File: config.mk
export PLATFORM = sky130hd
export DESIGN_NAME = peak_window_sorter_flat
export DESIGN_NICKNAME = d
export VERILOG_FILES = /design/src/rtl/peak_window_sorter_if.sv /design/src/rtl/peak_window_sorter.sv /design/src/flat_wrapper.sv
export SDC_FILE = /design/constraint.sdc
export NUM_CORES = 1
export LEC_CHECK = 0
export CAP_MARGIN = 20
export CORE_MARGIN = 2
export CORE_UTILIZATION = 30
export CTS_CLUSTER_DIAMETER = 50
export DETAILED_ROUTE_END_ITERATION = 6
export REMOVE_ABC_BUFFERS = 1
export SYNTH_ARGS = -nofsm -noshare
export SYNTH_HDL_FRONTEND = slang
export SYNTH_SLANG_ARGS = --single-unit
File: constraint.sdc
create_clock -name clk -period 3.1 [get_ports clk]
set_input_delay 0.465 -clock clk [delete_from_list [all_inputs] [get_ports clk]]
set_output_delay 0.465 -clock clk [all_outputs]
set_load 0.05 [all_outputs]
File: src/rtl/peak_window_sorter_if.sv
// Handshake and data bus for peak_window_sorter: per-frame candidate records in,
// reordered records plus source permutation out.
interface peak_window_sorter_if #(
  parameter int N_CH = 3,
  parameter int W    = 8
);
  localparam int IDXW = $clog2(N_CH);

  logic                 start;
  logic                 frequency_mode;
  logic [N_CH*W-1:0]    in_key;
  logic [N_CH*W-1:0]    in_start;
  logic [N_CH*W-1:0]    in_end;
  logic                 busy;
  logic                 done;
  logic [N_CH*W-1:0]    out_key;
  logic [N_CH*W-1:0]    out_start;
  logic [N_CH*W-1:0]    out_end;
  logic [N_CH*IDXW-1:0] out_perm;

  modport master (
    output start, frequency_mode, in_key, in_start, in_end,
    input  busy, done, out_key, out_start, out_end, out_perm
  );

  modport slave (
    input  start, frequency_mode, in_key, in_start, in_end,
    output busy, done, out_key, out_start, out_end, out_perm
  );
endinterface

File: src/rtl/peak_window_sorter.sv
// Registered N-channel peak-window reorder: stable odd-even transposition sort by key,
// or a fixed channel 0/1 swap, with a source-permutation output.
//
// state | meaning
// IDLE  | waiting for start; outputs hold last result
// SORT  | one odd-even transposition pass per clock, exactly N_CH passes
// FLUSH | apply optional 0/1 swap, register result, pulse done
module peak_window_sorter #(
  parameter int N_CH = 3,
  parameter int W    = 8
) (
  input logic                clk,
  input logic                rst_n,
  peak_window_sorter_if.slave bus
);
  localparam int IDXW = $clog2(N_CH);
  localparam int PW   = $clog2(N_CH) + 1;

  typedef enum logic [1:0] {IDLE, SORT, FLUSH} state_t;

  state_t          state;
  logic            mode_r;
  logic [PW-1:0]   pass_cnt;
  logic            busy_r;
  logic            done_r;

  logic [W-1:0]    wk_key   [N_CH];
  logic [W-1:0]    wk_start [N_CH];
  logic [W-1:0]    wk_end   [N_CH];
  logic [IDXW-1:0] wk_perm  [N_CH];

  logic [W-1:0]    nx_key   [N_CH];
  logic [W-1:0]    nx_start [N_CH];
  logic [W-1:0]    nx_end   [N_CH];
  logic [IDXW-1:0] nx_perm  [N_CH];

  logic [W-1:0]    fl_key   [N_CH];
  logic [W-1:0]    fl_start [N_CH];
  logic [W-1:0]    fl_end   [N_CH];
  logic [IDXW-1:0] fl_perm  [N_CH];

  logic [N_CH*W-1:0]    out_key_r;
  logic [N_CH*W-1:0]    out_start_r;
  logic [N_CH*W-1:0]    out_end_r;
  logic [N_CH*IDXW-1:0] out_perm_r;

  // Pairs within one pass are disjoint, so every swap reads the unmodified working set.
  always_comb begin
    for (int i = 0; i < N_CH; i++) begin
      nx_key[i]   = wk_key[i];
      nx_start[i] = wk_start[i];
      nx_end[i]   = wk_end[i];
      nx_perm[i]  = wk_perm[i];
    end
    for (int i = 0; i < N_CH - 1; i++) begin
      if ((i[0] == pass_cnt[0]) && (wk_key[i] > wk_key[i+1])) begin
        nx_key[i]     = wk_key[i+1];
        nx_key[i+1]   = wk_key[i];
        nx_start[i]   = wk_start[i+1];
        nx_start[i+1] = wk_start[i];
        nx_end[i]     = wk_end[i+1];
        nx_end[i+1]   = wk_end[i];
        nx_perm[i]    = wk_perm[i+1];
        nx_perm[i+1]  = wk_perm[i];
      end
    end
  end

  always_comb begin
    for (int i = 0; i < N_CH; i++) begin
      fl_key[i]   = wk_key[i];
      fl_start[i] = wk_start[i];
      fl_end[i]   = wk_end[i];
      fl_perm[i]  = wk_perm[i];
    end
    if (!mode_r) begin
      fl_key[0]   = wk_key[1];
      fl_key[1]   = wk_key[0];
      fl_start[0] = wk_start[1];
      fl_start[1] = wk_start[0];
      fl_end[0]   = wk_end[1];
      fl_end[1]   = wk_end[0];
      fl_perm[0]  = wk_perm[1];
      fl_perm[1]  = wk_perm[0];
    end
  end

  always_ff @(posedge clk or negedge rst_n) begin
    if (!rst_n) begin
      state    <= IDLE;
      mode_r   <= 1'b0;
      pass_cnt <= '0;
      busy_r   <= 1'b0;
      done_r   <= 1'b0;
      for (int i = 0; i < N_CH; i++) begin
        wk_key[i]   <= '0;
        wk_start[i] <= '0;
        wk_end[i]   <= '0;
        wk_perm[i]  <= IDXW'(i);
        out_perm_r[i*IDXW +: IDXW] <= IDXW'(i);
      end
      out_key_r   <= '0;
      out_start_r <= '0;
      out_end_r   <= '0;
    end else begin
      done_r <= 1'b0;
      case (state)
        IDLE: begin
          if (bus.start) begin
            for (int i = 0; i < N_CH; i++) begin
              wk_key[i]   <= bus.in_key[i*W +: W];
              wk_start[i] <= bus.in_start[i*W +: W];
              wk_end[i]   <= bus.in_end[i*W +: W];
              wk_perm[i]  <= IDXW'(i);
            end
            mode_r   <= bus.frequency_mode;
            pass_cnt <= '0;
            busy_r   <= 1'b1;
            state    <= bus.frequency_mode ? SORT : FLUSH;
          end
        end
        SORT: begin
          for (int i = 0; i < N_CH; i++) begin
            wk_key[i]   <= nx_key[i];
            wk_start[i] <= nx_start[i];
            wk_end[i]   <= nx_end[i];
            wk_perm[i]  <= nx_perm[i];
          end
          pass_cnt <= pass_cnt + PW'(1);
          if (pass_cnt == PW'(N_CH - 1)) state <= FLUSH;
        end
        FLUSH: begin
          for (int i = 0; i < N_CH; i++) begin
            out_key_r[i*W +: W]        <= fl_key[i];
            out_start_r[i*W +: W]      <= fl_start[i];
            out_end_r[i*W +: W]        <= fl_end[i];
            out_perm_r[i*IDXW +: IDXW] <= fl_perm[i];
          end
          done_r <= 1'b1;
          busy_r <= 1'b0;
          state  <= IDLE;
        end
        default: state <= IDLE;
      endcase
    end
  end

  assign bus.busy      = busy_r;
  assign bus.done      = done_r;
  assign bus.out_key   = out_key_r;
  assign bus.out_start = out_start_r;
  assign bus.out_end   = out_end_r;
  assign bus.out_perm  = out_perm_r;
endmodule

File: src/flat_wrapper.sv
// flat-port wrapper written by rule: the top's interface ports become plain ports
module peak_window_sorter_flat 
#(
  parameter int N_CH = 3,
  parameter int W    = 8
)
  (clk, rst_n, bus_start, bus_frequency_mode, bus_in_key, bus_in_start, bus_in_end, bus_busy, bus_done, bus_out_key, bus_out_start, bus_out_end, bus_out_perm);
  peak_window_sorter_if #(.N_CH(N_CH), .W(W)) bus_i ();
  input logic clk;
  input logic rst_n;
  input wire logic [$bits(bus_i.start)-1:0] bus_start;
  input wire logic [$bits(bus_i.frequency_mode)-1:0] bus_frequency_mode;
  input wire logic [$bits(bus_i.in_key)-1:0] bus_in_key;
  input wire logic [$bits(bus_i.in_start)-1:0] bus_in_start;
  input wire logic [$bits(bus_i.in_end)-1:0] bus_in_end;
  output wire logic [$bits(bus_i.busy)-1:0] bus_busy;
  output wire logic [$bits(bus_i.done)-1:0] bus_done;
  output wire logic [$bits(bus_i.out_key)-1:0] bus_out_key;
  output wire logic [$bits(bus_i.out_start)-1:0] bus_out_start;
  output wire logic [$bits(bus_i.out_end)-1:0] bus_out_end;
  output wire logic [$bits(bus_i.out_perm)-1:0] bus_out_perm;
  assign bus_i.start = bus_start;
  assign bus_i.frequency_mode = bus_frequency_mode;
  assign bus_i.in_key = bus_in_key;
  assign bus_i.in_start = bus_in_start;
  assign bus_i.in_end = bus_in_end;
  assign bus_busy = bus_i.busy;
  assign bus_done = bus_i.done;
  assign bus_out_key = bus_i.out_key;
  assign bus_out_start = bus_i.out_start;
  assign bus_out_end = bus_i.out_end;
  assign bus_out_perm = bus_i.out_perm;
  peak_window_sorter #(.N_CH(N_CH), .W(W)) u_core (.clk(clk), .rst_n(rst_n), .bus(bus_i));
endmodule
==> results of run 1 <==
power by group through the flow:
stage          clock network [uW]  registers [uW]  logic (uW)
2_1_floorplan                   0            5790        3920
3_3_place_gp                    0            4310        8110
3_5_place_dp                    0            4350        8200
4_1_cts                      2190            4320        8240
5_1_grt                      2280            4490        9000
6_report                     2150            4330        8260
worst max-delay path by stage:
stage                                 start                  end  cells after the start
final                     u_core.wk_key[14]    u_core.wk_key[21]                      9
after global routing      u_core.wk_key[13]    u_core.wk_key[21]                      9
after CTS                 u_core.wk_key[15]    u_core.wk_end[23]                      9
after detailed placement  u_core.wk_key[15]  u_core.wk_start[21]                      9
after global placement    u_core.wk_key[15]    u_core.wk_end[16]                      9
after floorplan             u_core.state[0]     u_core.fl_key[1]                      5
layout make-up:
class                      instances  area (sq um)
fill                            2705         16200
sequential                       164          4110
multi-input combinational        664          3790
timing repair buffer             173          1770
clock buffer                      24           482
tap                              341           427
clock inverter                     8           103
inverter                          24          90.1
stage by stage:
step	setup TNS [ns]	util [%]	instances
2_1_floorplan	-80.28	-	852
3_3_place_gp	0	37.7	1365
3_5_place_dp	0	37.7	1365
4_1_cts	0	39.9	1397
5_1_grt	0	40.0	1398
6_report	0	40.0	1398
metal layers:
metal / up-vias / part of all wire [%] / routed length, microns / GRT usage, %
met4: 0 / 1.0 / 250 / 4.57
met1: 3433 / 47 / 11700 / 24.8
met5: - / 0 / 0 / 0
met3: 18 / 5.6 / 1370 / 3.30
li1: 3412 / - / - / -
met2: 214 / 46 / 11300 / 27.7
critical path, stage by stage (launching register included):
cell	delay (ns)
dfrtp_1	0.45
inv_1	0.08
ha_1	0.31
o21ai_0	0.10
nor2_1	0.16
and4bb_4	0.27
o21a_1	0.23
buf_4	0.26
nor2_4	0.69
a31oi_1	0.21
synth_stat cells, types with 3 or more instances:
library cell,n,share of area (%)
ha_1,18,2.7
mux2i_1,52,6.3
o211ai_1,4,0.36
a21oi_1,30,1.8
o21ai_0,106,6.4
nand3_1,58,3.5
a2bb2oi_1,6,0.64
buf_6,3,0.41
a2bb2oi_2,18,3.3
nand2_1,263,12
nor2b_1,4,0.30
o21a_1,3,0.27
nor2_1,27,1.2
nand2b_1,3,0.23
buf_2,18,1.1
clkbuf_1,43,2.0
buf_1,5,0.23
o22ai_1,7,0.53
a32oi_1,3,0.32
dfstp_2,4,1.3
a31oi_1,42,3.2
dfrtp_1,160,49
inv_1,24,1.1
flip-flops by register name, summed over array words and instances (netlist names), 3 cells and up:
register	count
u_core.bus.out_end	24
u_core.bus.out_key	24
u_core.bus.out_perm	6
u_core.bus.out_start	24
u_core.fl_end	8
u_core.fl_key	8
u_core.fl_start	8
u_core.pass_cnt	3
u_core.wk_end	16
u_core.wk_key	16
u_core.wk_perm	4
u_core.wk_start	16
cell families (layout without fill, tap and decap cells):
family	Yosys count	count (layout)	share of synthesized area (%)
flops	164	164	49.8
simple gates	364	364	18.1
fa+ha+maj	18	18	2.73
buf+inv	95	229	4.93
mux	53	53	6.45
compound gates	229	229	18.0
==> impl_metrics.ini, run 1 <==
[yosys]
netlist_area_sq_mm = 0.00825
synth-seq-cells = 164
synth_seq_area_share_pct = 49.8
syn_inst = 923
yosysUniqueCellTypes = 42
synth_edf_count = 0
synth_async_sr_flop_share_pct = 100
ys_warn_count = 0
syn_avg_cell_area_sq_um = 8.94
ys.flop_type = dfrtp_1

[clock_tree]
cts.clk_slew.worst_paths_ns = 0.07
clock_tree.root_cell = clkbuf_16
cts_buffers = 17
clock_path_buffers = 2
ctsHoldBuffers = 0
postCtsResizedCells = 0
cts_setup_buffers = 0
cts_tree = yes
clock-sinks = 164
clk_latency_ns = 0.43
htreeDepth = 4

[place]
portBuffers = 155
hpwl_microns = 15900
dp_slack_ns = 0.278
gp_congestion = 0.811
dpl_cell_area_sq_mm = 0.0102

[worst_setup_path]
rr_worst_depth = 9
worstPathArrival_ns = 3.18
crit_type = reg2reg
start_kind = register
cp_max_fo = 25
crit_path_end_kind = register
r2r-start = u_core.wk_key[14]
r2r_end = u_core.wk_key[21]
rrSetupSlack_ns = 0.18
crit_required_ns = 3.36

[routing]
vias = 7077
drt-pass1-iter-count = 5
drtIter0Drc = 562
drc = 0
routed_via_density = 5.06
wl_per_cell_microns = 17.6
ant_nets = 0
drt-total-wl_microns = 24600

[power_and_ir_drop]
power_density_mw_per_mm2 = 1370
p_comb_share_pct = 56.1
p_int_uw = 7570
sequentialPowerShare_pct = 29.4
switching_share_pct = 48.6
vdd_drop_max_mv = 0.628
leakagePower_uw = 0.00475
switchingPower_uw = 7160
finalPower_uw = 14700
clockPowerShare_pct = 14.6

[timing]
whs_ns = -0.00767
rsz0062_at_grt = no
finClkSkew_ns = 0.0119
finalWorstSetupSlack_ns = 0.179
clock.fmax_ghz = 0.342
hold_viol_final = 3
finalCritPeriodShare_pct = 94.2
finalMaxSlewViolations = 0
relSlewSlack_pct = 32.9
final-setup-viol-count = 0
tightestPinTransition_ns = 1.01
period_minus_slack_ns = 2.92

[cells_and_area]
drive_above_1_share_pct = 7.95
area_growth_pct = 30.6
diodes = 0
layout_commonest_cell = nand2_1
final_cell_mix = nand2_1 (263), dfrtp_1 (159), clkdlybuf4s50_1 (154)
nNetsFinal = 1138
final_area_sq_mm = 0.0108

[floorplanning]
rows = 60
die_area_sq_mm = 0.0288
die_y_microns = 170
core_area_sq_mm = 0.0270
ios = 156
die_w_microns = 170
start_util_pct = 30.6

[global_routing]
antenna_found_initial = 0
globalRouteOverflowTotal = 0
grt_usage_pct = 17.5
grt_pass1_wl_microns = 39400
grt_pass1_vias = 6964
grt_max_degree = 139

[outcome]
violations = hold timing
outcome = complete, but fails checks

[job]
maxCapViolations = 0

[hold_path]
hp-class = in2async
Note: power is estimated with default switching activity, not from simulation.
==> inputs of run 2 (changes only) <==
--- a/config.mk
+++ b/config.mk
@@ -5,11 +5,11 @@
 export SDC_FILE = /design/constraint.sdc
 export NUM_CORES = 1
 export LEC_CHECK = 0
-export CAP_MARGIN = 20
 export CORE_MARGIN = 2
-export CORE_UTILIZATION = 30
+export CORE_UTILIZATION = 53
 export CTS_CLUSTER_DIAMETER = 50
 export DETAILED_ROUTE_END_ITERATION = 6
+export PLACE_DENSITY = 0.81
 export REMOVE_ABC_BUFFERS = 1
 export SYNTH_ARGS = -nofsm -noshare
 export SYNTH_HDL_FRONTEND = slang
==> impl_metrics.ini, run 2 (synthesized netlist as in run 1, its figures left out) <==
[cells_and_area]
nNetsFinal = 1140
area_growth_pct = 27.9
diodes = 0
final_util_pct = 69.4
drive_above_1_share_pct = 8.12
fillers = 1183
final_cell_mix = nand2_1 (263), dfrtp_1 (159), clkdlybuf4s50_1 (154)
layout_commonest_cell = nand2_1

[place]
gp_congestion = 0.836
portBuffers = 155
dp_slack_ns = 0.369
hpwl_microns = 14100

[routing]
drtIter0Drc = 566
vias = 7186
drt-pass1-iter-count = 5
dr_wl_met2_microns = 10500
ant_nets = 0
wl_per_cell_microns = 17.5
drt-total-wl_microns = 21800
drc = 0
dr.max_layer_used = met5
drt-met1-wl_microns = 9590
wl_met3_microns = 1260
routed_via_density = 5.76

[clock_tree]
clock_path_buffers = 2
cts_buffers = 17
clock-sinks = 164
postCtsResizedCells = 0
cts_tree = yes
clock_tree.root_cell = clkbuf_16
htreeDepth = 4
cts.clk_slew.worst_paths_ns = 0.07
cts_setup_buffers = 0
ctsHoldBuffers = 0
clk_latency_ns = 0.43

[timing]
tightestPinTransition_ns = 0.979
relSlewSlack_pct = 34.7
finClkSkew_ns = 0.0112
finalMaxSlewViolations = 0
finalWorstSetupSlack_ns = 0.261
hold_viol_final = 1
period_minus_slack_ns = 2.84
whs_ns = -0.00110
finalCritPeriodShare_pct = 91.6
rsz0062_at_grt = no
final-setup-viol-count = 0
clock.fmax_ghz = 0.352

[floorplanning]
die_area_sq_mm = 0.0166
start_util_pct = 54.3
die_y_microns = 129
die_w_microns = 129
rows = 45
core_area_sq_mm = 0.0152
ios = 156

[worst_setup_path]
crit_type = reg2reg
crit_required_ns = 3.40
cp-endpoint = u_core.wk_key[20]
r2r_end = u_core.wk_key[20]
rrSetupSlack_ns = 0.26
cp_max_fo = 16
start_kind = register
worstPathArrival_ns = 3.14
crit_path_end_kind = register
rr_worst_depth = 9
r2r-start = u_core.wk_key[15]
crit_start = u_core.wk_key[15]

[global_routing]
grt_max_degree = 139
grt_pass1_vias = 7108
grt_pass1_wl_microns = 35400
grt_usage_pct = 27.2
globalRouteOverflowTotal = 0
antenna_found_initial = 1

[job]
maxCapViolations = 0

[outcome]
violations = hold timing
outcome = complete, but fails checks

[hold_path]
hp-class = in2async
==> run 2: worst min path at each step <==
stage                             endpoint              startpoint  cells after the start
floorplan                  u_core.bus.busy                   rst_n                      0
global placement    u_core.bus.out_perm[5]  u_core.bus.out_perm[5]                      2
detailed placement  u_core.bus.out_perm[5]  u_core.bus.out_perm[5]                      2
CTS                      u_core.wk_key[14]                   rst_n                      1
global route             u_core.wk_key[14]                   rst_n                      1
finish                   u_core.wk_key[14]                   rst_n                      1
==> run 2: cell type report <==
cell class | count | area, sq um | share of cell area [%]
clock buffer | 23 | 478 | 4.53
clock inverter | 9 | 103 | 0.972
inverter | 24 | 90.1 | 0.854
multi-input combinational | 664 | 3780 | 35.8
sequential | 164 | 4110 | 39.0
tap | 188 | 235 | 2.23
timing repair buffer | 175 | 1750 | 16.6
==> run 2: metrics by stage <==
| stage | instances | TNS [ns] | cell area [sq um] |
|---|---|---|---|
| after detailed placement | 1215 | 0 | 9970 |
| after CTS | 1247 | 0 | 10600 |
| after global placement | 1215 | 0 | 9970 |
| after global routing | 1247 | 0 | 10600 |
| final | 1247 | 0 | 10600 |
| after floorplan | 852 | -80.28 | 7930 |
==> run 2: worst max-delay path: stages, from the launching register on <==
cell      delay, ns
dfrtp_1        0.45
inv_1          0.09
ha_1           0.31
o21ai_0        0.08
nor2_1         0.18
and4bb_4       0.28
o21a_1         0.23
nor2_2         0.67
buf_4          0.33
a31oi_1        0.10
==> run 2: metal layers <==
metal,GRT usage (%),vias up
met4,10.2,2
met5,0,-
met1,36.3,3440
met3,5.03,42
met2,44.7,278
li1,-,3424
Power of run 2 is left out: the tool's default activity adds up to more than one toggle a clock period on the data nets, which glitch-free logic cannot reach.
==> inputs of run 3 (changes only) <==
--- a/config.mk
+++ b/config.mk
@@ -9,6 +9,7 @@
 export CORE_UTILIZATION = 53
 export CTS_CLUSTER_DIAMETER = 50
 export DETAILED_ROUTE_END_ITERATION = 6
+export GPL_TIMING_DRIVEN = 0
 export PLACE_DENSITY = 0.81
 export REMOVE_ABC_BUFFERS = 1
 export SYNTH_ARGS = -nofsm -noshare
==> impl_metrics.ini, run 3 (synthesized netlist as in run 1, its figures left out) <==
[outcome]
outcome = finished, final reports clean

[worst_setup_path]
crit_type = reg2reg
rr_worst_depth = 9
r2r-start = u_core.wk_key[10]
worstPathArrival_ns = 3.16
rrSetupSlack_ns = 0.28
start_kind = register
r2r_end = u_core.fl_end[2]
crit_start = u_core.wk_key[10]
cp_max_fo = 28
crit_path_end_kind = register
crit_required_ns = 3.43

[place]
gp_congestion = 0.804
hpwl_microns = 13500
portBuffers = 155
dpl_cell_area_sq_mm = 0.00999

[floorplanning]
start_util_pct = 54.3
ios = 156
die_w_microns = 129
rows = 45
die_area_sq_mm = 0.0166
core_area_sq_mm = 0.0152
die_y_microns = 129

[cells_and_area]
drive_above_1_share_pct = 7.43
final_area_sq_mm = 0.0106
nNetsFinal = 1131
final_cell_mix = nand2_1 (263), dfrtp_1 (159), clkdlybuf4s50_1 (154)
final_util_pct = 69.6
area_growth_pct = 28.3
diodes = 0
layout_commonest_cell = nand2_1

[global_routing]
grt_max_degree = 89
antenna_found_initial = 0
grt_pass1_wl_microns = 35600
grt_pass1_vias = 7148
grt_usage_pct = 27.4
globalRouteOverflowTotal = 0

[routing]
drc = 0
drt-total-wl_microns = 22100
ant_nets = 0
routed_via_density = 5.84
vias = 7233
wl_per_cell_microns = 17.8
drtIter0Drc = 645
drt-pass1-iter-count = 5

[job]
maxCapViolations = 0

[timing]
relSlewSlack_pct = 34.0
final-setup-viol-count = 0
hold_viol_final = 0
finalMaxSlewViolations = 0
clock.fmax_ghz = 0.354
finClkSkew_ns = 0.00554
finalCritPeriodShare_pct = 91.0
rsz0062_at_grt = no
tightestPinTransition_ns = 0.990
period_minus_slack_ns = 2.82

[hold_path]
hp-class = in2async

[clock_tree]
ctsHoldBuffers = 0
cts_setup_buffers = 0
clock-sinks = 164
htreeDepth = 4
clk_latency_ns = 0.42
cts_buffers = 17
clock_tree.root_cell = clkbuf_16
clock_path_buffers = 2
cts_tree = yes
cts.clk_slew.worst_paths_ns = 0.06
-- run 3: worst max path at each step --
stage,end,slack (ns),cells after the start
finish,u_core.fl_end[2],0.28,9
global route,u_core.fl_end[3],0.11,9
CTS,u_core.fl_end[2],0.13,9
detailed placement,u_core.wk_perm[3],-0.48,8
global placement,u_core.bus.done,-5.20,1
floorplan,u_core.fl_key[1],-0.91,5
-- run 3: metal layers --
layer / vias to the layer above / share of wire [%] / track usage [%]
met5: - / 0 / 0
met4: 0 / 1.8 / 10.5
met3: 39 / 6.8 / 5.32
met2: 304 / 49 / 45.5
met1: 3487 / 42 / 35.7
li1: 3403 / - / -
-- run 3: stage by stage --
step           instances  TNS [ns]  hold slack, ns  worst slack (ns)
6_report            1238         0          0.0112             0.278
4_1_cts             1237         0          0.0370             0.132
3_5_place_dp        1204    -20.05           0.459            -0.483
2_1_floorplan        852    -80.28           0.169            -0.915
3_3_place_gp        1195  -1199.05           0.451             -5.20
5_1_grt             1238         0          0.0599             0.108
-- run 3: timing repair --
item                                    in CTS  in global routing
resized for setup                            3                  1
gates cloned                                 1                  1
pin swaps                                    1                  1
endpoints found under the setup margin      51                 47
-- run 3: worst max-delay path, stage by stage (launching register included) --
cell      delay (ns)
dfrtp_1         0.46
ha_1            0.34
o21ai_0         0.08
a21oi_1         0.35
o211ai_4        0.31
buf_12          0.28
a21oi_4         0.46
buf_16          0.24
nor2_1          0.05
a31oi_1         0.15
-- run 3: area by class of cell --
class	instances	area (sq um)
clock inverters	8	76.3
flip-flops and latches	164	4110
fillers	1176	4620
repair buffers	164	1760
multi-input cells	666	3830
inverters	24	90.1
clock buffers	24	482
well taps	188	235
Power of run 3 is left out for the same reason.
